**config.mk**
```make
export PLATFORM = sky130hd
export DESIGN_NAME = control_sequencer
export DESIGN_NICKNAME = d
export VERILOG_FILES = /design/src/rtl/control_sequencer.sv
export SDC_FILE = /design/constraint.sdc
export NUM_CORES = 1
export LEC_CHECK = 0
export CORE_AREA = 4 4 76 64
export CTS_CLUSTER_SIZE = 12
export DETAILED_ROUTE_END_ITERATION = 10
export DIE_AREA = 0 0 80 68
export PLACE_DENSITY = 0.83
export SETUP_SLACK_MARGIN = 0.05
export SYNTH_ARGS = -nofsm -noshare
export SYNTH_HDL_FRONTEND = slang
export SYNTH_SLANG_ARGS = --single-unit
```
**constraint.sdc**
```tcl
create_clock -name clk -period 1.5 [get_ports clk]
set_input_delay 0.225 -clock clk [delete_from_list [all_inputs] [get_ports clk]]
set_output_delay 0.225 -clock clk [all_outputs]
set_load 0.1 [all_outputs]
```
**src/rtl/control_sequencer.sv**
```systemverilog
// Instruction control sequencer: fetch/decode/execute FSM driven by an
// external timing count, producing one-hot timing and control strobes.
module control_sequencer (
  input  logic        clk,
  input  logic        reset,
  input  logic [2:0]  sc,
  input  logic [15:0] mem_data,
  output logic [7:0]  t,
  output logic        ar_ld_pc,
  output logic        mem_rd,
  output logic        ir_ld,
  output logic        pc_inc,
  output logic        ar_ld_ir,
  output logic        ar_ld_mem,
  output logic        exec_en,
  output logic        sc_clr,
  output logic [15:0] ir,
  output logic [7:0]  d,
  output logic        i_flag,
  output logic        halted,
  output logic        sync_err
);

  typedef enum logic [1:0] {
    FETCH,
    DECODE,
    EXEC,
    HALT
  } state_t;

  state_t      r_state;
  state_t      w_next;
  logic [15:0] r_ir;
  logic [7:0]  r_d;
  logic        r_i_flag;
  logic        r_sync_err;
  logic [2:0]  w_end;
  logic        w_desync;
  logic        w_hlt;

  assign ir       = r_ir;
  assign d        = r_d;
  assign i_flag   = r_i_flag;
  assign sync_err = r_sync_err;
  assign halted   = (r_state == HALT);
  assign w_hlt    = r_d[7] & r_ir[0] & (sc == 3'd3);

  always_ff @(posedge clk) begin
    if (reset) begin
      r_state    <= FETCH;
      r_ir       <= 16'h0000;
      r_d        <= 8'h00;
      r_i_flag   <= 1'b0;
      r_sync_err <= 1'b0;
    end else begin
      r_state    <= w_next;
      r_sync_err <= w_desync;
      if (ir_ld)
        r_ir <= mem_data;
      if (ar_ld_ir) begin
        r_d      <= 8'd1 << r_ir[14:12];
        r_i_flag <= r_ir[15];
      end
    end
  end

  // Last execute cycle of a memory-reference instruction
  always_comb begin
    w_end = 3'd5;
    unique case (1'b1)
      (r_d[3] | r_d[4]): w_end = 3'd4;
      r_d[6]:            w_end = 3'd6;
      default:           w_end = 3'd5;
    endcase
  end

  always_comb begin
    t         = 8'h00;
    ar_ld_pc  = 1'b0;
    mem_rd    = 1'b0;
    ir_ld     = 1'b0;
    pc_inc    = 1'b0;
    ar_ld_ir  = 1'b0;
    ar_ld_mem = 1'b0;
    exec_en   = 1'b0;
    sc_clr    = 1'b0;
    w_desync  = 1'b0;
    w_next    = r_state;
    if (!reset) begin
      if (r_state != HALT)
        t = 8'd1 << sc;
      unique case (r_state)
        FETCH: begin
          if (sc == 3'd0) begin
            ar_ld_pc = 1'b1;
          end else if (sc == 3'd1) begin
            mem_rd = 1'b1;
            ir_ld  = 1'b1;
            pc_inc = 1'b1;
            w_next = DECODE;
          end
        end
        DECODE: begin
          if (sc == 3'd0) begin
            w_desync = 1'b1;
            w_next   = FETCH;
          end else if (sc == 3'd2) begin
            ar_ld_ir = 1'b1;
            w_next   = EXEC;
          end
        end
        EXEC: begin
          if (sc == 3'd0) begin
            w_desync = 1'b1;
            w_next   = FETCH;
          end else if (sc == 3'd3) begin
            if (r_d[7]) begin
              exec_en = 1'b1;
              sc_clr  = 1'b1;
            end else if (r_i_flag) begin
              mem_rd    = 1'b1;
              ar_ld_mem = 1'b1;
            end
          end else if (!r_d[7] && sc >= 3'd4 && sc <= w_end) begin
            exec_en = 1'b1;
            sc_clr  = (sc == w_end);
          end
          // Count ran off the end without finishing: resynchronise
          if (sc == 3'd7 && !sc_clr) begin
            sc_clr   = 1'b1;
            w_desync = 1'b1;
          end
          if (sc_clr)
            w_next = w_hlt ? HALT : FETCH;
        end
        HALT: begin
          w_next = HALT;
        end
        default: w_next = FETCH;
      endcase
    end
  end

endmodule

```
# Word-level counts from Yosys, hierarchy flattened
# Index checks and enable logic that the tools add are counted.
# word_totals
inputBits	21
regBits	28
wordCells	81
# classes
n_eq_ne	13
magnitude_cmp	2
n_bitwise	3
shift	2
reduce_logical	8
n_mux	48
# ops
cell	n
two-way mux 1 bit	35
two-way mux 8 bit	2
<< shifter 1 x 3 -> 8 bit (first input constant)	2
two-way mux 2 bit	7
one-hot mux 2 bit (4 select lines)	1
equality test 3 x 2 -> 1 bit (second input constant)	2
inequality test 2 bit (second input constant)	3
inequality test 3 bit (second input constant)	2
equality test 2 bit (second input constant)	2
one-hot mux 1 bit (2 select lines)	2
one-hot mux 2 bit (2 select lines)	1
AND reduction 4 bit	1
equality test 3 x 1 -> 1 bit (second input constant)	1
equality test 3 bit	1
equality test 3 bit (second input constant)	1
greater-or-equal comparator 3 bit (second input constant)	1
<= comparator 3 bit	1
logical AND 1 bit	3
logical NOT 3 bit	1
AND 1 bit	2
equality test 2 x 1 -> 1 bit (second input constant)	1
logical NOT 1 bit	2
logical NOT 2 bit	1
bitwise OR 1 bit	1

# Depth between registers and ports, before layout
# depth
ltp_word	16
depth_mapped	7
ltp_nobuf	6

# Least setup slack after synthesis
# OpenSTA, ideal clock, no wires.
# synth_path
kind	register to output
from	reg r_i_flag, in the netlist i_flag
to	out mem_rd
t_arrival_ns	4.975
path_stages_with_launch	3
path_buffers	0
path_slack_ns	-3.700
path_cell_list	dfxtp_1 > nor4b_1 > or2_2
# synth_via
elab_chain_cells	6
# synth_lines
element	line_no	text
start: declaration	35	logic r_i_flag;
start signal: assignment	62	r_i_flag <= r_ir[15];
two-way mux 1 bit	120	end else if (r_i_flag) begin
two-way mux 1 bit	117	if (r_d[7]) begin
two-way mux 1 bit	116	end else if (sc == 3'd3) begin
two-way mux 1 bit	113	if (sc == 3'd0) begin
one-hot mux 1 bit (2 select lines)	92	unique case (r_state)
two-way mux 1 bit	89	if (!reset) begin
end: declaration	10	output logic mem_rd,
# Every way passes these cells.

# Worst setup path after layout
# layout_path
from	reg r_d[3], in the netlist d[3]
to	out sc_clr
# layout_via
elab_chain_cells	16
word_cells_on_any_way	17
cone_classes	1 x order compare; 1 x eq/ne; 11 x mux; 1 x bitwise; 3 x reduce/logical
# layout_lines
element	line_no	text
start: declaration	34	logic [7:0] r_d;
start signal: assignment	61	r_d <= 8'd1 << r_ir[14:12];
bitwise OR 1 bit *	71	(r_d[3] | r_d[4]): w_end = 3'd4;
one-hot mux 2 bit (2 select lines) *	70	unique case (1'b1)
<= comparator 3 bit	124	end else if (!r_d[7] && sc >= 3'd4 && sc <= w_end) begin
logical AND 1 bit	124	
two-way mux 1 bit *	124	
two-way mux 1 bit *	116	
two-way mux 1 bit *	113	
two-way mux 1 bit *	92	
two-way mux 1 bit *	89	
logical NOT 1 bit	129	if (sc == 3'd7 && !sc_clr) begin
logical AND 1 bit	129	
two-way mux 1 bit *	129	
two-way mux 1 bit *	92	
two-way mux 1 bit *	89	
two-way mux 1 bit *	92	
two-way mux 1 bit *	89	
end: declaration	16	output logic sc_clr,
# Mark *: on every way between the ends. The rest lies on a longest branch, timed or not. The select of a mux whose other input is x is not followed.

==> impl_metrics.prom <==
# TYPE chip_impl_metric gauge
chip_impl_metric{name="place.gp.congestion",unit=""} 0.950
chip_impl_metric{name="maximum_number_of_pins_on_one_net_before_global_route_repair",unit=""} 30
chip_impl_metric{name="detail_route.drc_violations",unit=""} 0
chip_impl_info{name="setup.worst_path.class",value="flop to primary output"} 1
chip_impl_info{name="critical_path.slowest_cell",value="sky130_fd_sc_hd__dfxtp_4"} 1
chip_impl_metric{name="post_layout_nonfiller_instances",unit=""} 346
chip_impl_metric{name="cts_num_sinks",unit=""} 28
chip_impl_metric{name="floorplan.die_area",unit="sq um"} 5440
chip_impl_metric{name="fmax",unit="MHz"} 515
chip_impl_metric{name="synth_sequential_area_ratio",unit="%"} 38.6
chip_impl_metric{name="async_reset_ff_share",unit="%"} 0
chip_impl_metric{name="critPathArrivalTime",unit="ns"} 1.72
chip_impl_metric{name="slew_violations",unit=""} 0
chip_impl_metric{name="timing.final.ws_setup",unit="ns"} -0.442
chip_impl_info{name="clock_tree_from_tritoncts",value="done"} 1
chip_impl_info{name="violations_in_the_final_reports",value="setup timing"} 1
chip_impl_info{name="rsz_0062_raised_after_global_routing",value="yes"} 1
chip_impl_metric{name="initial_utilization",unit="%"} 35.5
chip_impl_metric{name="placement.io_buffers",unit=""} 63
chip_impl_info{name="critical_path.cell_chain",value="nor3_4 -> ha_1 -> and3b_1 -> o22ai_2 -> nor2_4 -> buf_12"} 1
chip_impl_metric{name="synth-edff-count",unit=""} 0
chip_impl_metric{name="synthesis.yosys.warnings",unit=""} 0
chip_impl_metric{name="routed-via-count",unit=""} 1731
chip_impl_info{name="yosys_most_used_dff",value="sky130_fd_sc_hd__dfxtp_1"} 1
chip_impl_metric{name="drt_iter0_drc",unit=""} 47
chip_impl_metric{name="die_height",unit="um"} 68
chip_impl_metric{name="layout-drive-gt1-share",unit="%"} 62.6
chip_impl_info{name="worst_hold_path_type",value="flop to flop"} 1
chip_impl_metric{name="detail_route.wirelength",unit="mm"} 5.75
chip_impl_metric{name="insertedDiodeCount",unit=""} 0
chip_impl_info{name="crit_path_start_kind",value="flop"} 1
chip_impl_info{name="clockRootBuffer",value="sky130_fd_sc_hd__clkbuf_8"} 1
chip_impl_metric{name="critical-path-max-stage-delay",unit="ns"} 0.36
chip_impl_metric{name="timing.hold.ws",unit="ns"} 0.505
chip_impl_metric{name="synth_cell_types",unit=""} 39
chip_impl_metric{name="place_hpwl",unit="mm"} 3.71
chip_impl_metric{name="num_rows",unit=""} 21
chip_impl_metric{name="setup_ws_pre_cts",unit="ns"} -0.634
chip_impl_metric{name="ys_ff_latch",unit=""} 28
chip_impl_info{name="final_common_cell",value="sky130_fd_sc_hd__buf_12"} 1
chip_impl_info{name="status",value="finished, violations left"} 1
chip_impl_metric{name="synthCells",unit=""} 184
chip_impl_metric{name="grt_pass1_vias",unit=""} 1816
chip_impl_metric{name="timing.max_slew.rel_slack",unit="%"} 75.6
chip_impl_metric{name="clkTransAtPathRegs",unit="ns"} 0.10
chip_impl_metric{name="final_worst_path_cycle_share",unit="%"} 129
chip_impl_metric{name="areaGrowthSynthToFinish",unit="%"} 143
chip_impl_metric{name="worstMarginPinSlew",unit="ns"} 0.366
chip_impl_info{name="kind_of_end_point_of_the_critical_path",value="primary output"} 1
chip_impl_metric{name="postPlaceCellArea",unit="sq um"} 2950
chip_impl_metric{name="syn-mean-instance-area",unit="sq um"} 7.90
chip_impl_metric{name="dieWidth",unit="um"} 80
chip_impl_metric{name="place_inst",unit=""} 321
chip_impl_metric{name="cts_inserted_buffers",unit=""} 3
chip_impl_metric{name="clock_tree.htree_level_count",unit=""} 1
chip_impl_metric{name="drtAntennaViolNets",unit=""} 0
chip_impl_metric{name="final_nets",unit=""} 317
chip_impl_metric{name="setup_violations",unit=""} 35
chip_impl_metric{name="cts.path.max_buffers",unit=""} 2
chip_impl_metric{name="drt_pass1_iterations",unit=""} 4
chip_impl_metric{name="total_non_filler_cell_area_in_the_finished_layout",unit="sq um"} 3530
chip_impl_metric{name="netlist_area",unit="sq um"} 1450
chip_impl_info{name="most_frequent_cells_in_the_layout",value="45 x sky130_fd_sc_hd__buf_12, 29 x sky130_fd_sc_hd__buf_4, 18 x sky130_fd_sc_hd__dfxtp_1, 16 x sky130_fd_sc_hd__nand2b_1, 16 x sky130_fd_sc_hd__clkdlybuf4s50_1"} 1
chip_impl_metric{name="crit_path_max_fanout",unit=""} 2
chip_impl_metric{name="clock_latency",unit="ns"} 0.28
chip_impl_metric{name="finalClockSkew",unit="ns"} 0.00896
chip_impl_metric{name="maxCapViolations",unit=""} 0
chip_impl_metric{name="grt_antenna_before_repair",unit=""} 0
chip_impl_metric{name="max-vdd-ir-drop",unit="uV"} 876
chip_impl_metric{name="grt_overflow_total",unit=""} 0
chip_impl_metric{name="avg_wl_per_cell",unit="um"} 16.6
chip_impl_metric{name="synthesis.nets",unit=""} 211
chip_impl_metric{name="finalHoldViolCount",unit=""} 0
chip_impl_metric{name="power.density_cell_area",unit="nW/um^2"} 757
chip_impl_metric{name="worst-endpoint-required",unit="ns"} 1.27
chip_impl_metric{name="power.static_leakage",unit="nW"} 1.39
chip_impl_metric{name="global_route.usage.total",unit="%"} 21.0
chip_impl_metric{name="wire_length_of_the_first_global_routing_pass",unit="mm"} 8.80
chip_impl_metric{name="design.core.area",unit="sq um"} 4100
chip_impl_metric{name="floorplan.io_pins",unit=""} 64
chip_impl_metric{name="post-route-min-period",unit="ns"} 1.94
chip_impl_metric{name="post_drt_via_cell_ratio",unit=""} 5.00
chip_impl_metric{name="reg2reg_slack",unit="ns"} -0.41
## area by class of cell
| class | count | area, sq um |
|---|---|---|
| clock buffers | 4 | 45.0 |
| well taps | 57 | 71.3 |
| flip-flops and latches | 28 | 588 |
| inverters | 4 | 22.5 |
| fillers | 215 | 568 |
| multi-input cells | 139 | 1230 |
| repair buffers | 114 | 1580 |
## layer usage
metal,up-vias,GRT usage (%),wire [um]
met5,-,0,0
met3,8,6.84,417
met4,0,5.70,77
met2,61,41.3,2990
met1,830,21.4,2260
li1,832,-,-
## registers in the layout, summed over array words and instances, names as in the netlist
signal / cells
ir: 16
d: 8
i_flag: 1
r_state: 2
sync_err: 1
## critical path, delay by kind of cell, from the launching register on
family | cells | cell delay [ns]
buffers and inverters | 1 | 0.16
AOI/OAI and AO/OA | 1 | 0.18
DFF | 1 | 0.36
adders and majority gates | 1 | 0.27
and+or+nand+nor | 3 | 0.46
## timing repair
| action | in CTS | in global routing |
|---|---|---|
| gates cloned | 3 | 0 |
| setup buffers | 18 | 4 |
| setup endpoints to repair | 42 | 44 |
| pin swaps | 34 | 28 |
| hold buffers | 0 | 0 |
| resized for setup | 74 | 41 |
## power by group
part           leakage (nW)  total (W)  internal [W]  switching [W]
clock                0.0228   0.000425      0.000191       0.000235
combinational          1.14    0.00139      0.000676       0.000717
sequential            0.233   0.000854      0.000786      0.0000676
## worst paths after layout
check	end	cells past startpoint	startpoint
max	sc_clr	6	d[3]
min	d[5]	2	d[5]
max reg2reg	r_state[0]	7	d[3]
min reg2reg	d[5]	2	d[5]
## per-stage QoR
step	utilization (%)	total power [W]	TNS (ns)
after CTS	83.2	0.00256	-6.92
after global routing	86.1	0.00278	-9.99
final	86.1	0.00267	-8.23
after global placement	72.1	0.00184	-16.88
after detailed placement	72.1	0.00186	-18.28
after floorplan	-	0.00145	-9.25
## logic make-up (layout without fill, tap and decap cells)
group           count (synthesis)  in the layout  share of synthesized area (%)
simple gates                   98             98                           35.6
compound gates                 33             33                           13.0
flops                          28             28                           38.6
buf+inv                        17            122                           6.11
fa+ha+maj                       6              6                           5.16
mux                             2              2                           1.55
## cell usage after synthesis, types with 3 or more instances
cell                       instances  area (sq um)
sky130_fd_sc_hd__nor2_1           17          63.8
sky130_fd_sc_hd__nor3_1            5          25.0
sky130_fd_sc_hd__nand3_1           3          15.0
sky130_fd_sc_hd__o21ai_0          16          80.1
sky130_fd_sc_hd__ha_1              6          75.1
sky130_fd_sc_hd__nand2b_1         19           119
sky130_fd_sc_hd__dfxtp_1          28           561
sky130_fd_sc_hd__buf_2             4          20.0
sky130_fd_sc_hd__nand4b_1          3          26.3
sky130_fd_sc_hd__inv_1             4          15.0
sky130_fd_sc_hd__clkbuf_1          5          18.8
sky130_fd_sc_hd__a21oi_1          10          50.1
sky130_fd_sc_hd__nand2_1          32           120
Note: power is estimated with default switching activity, not from simulation.
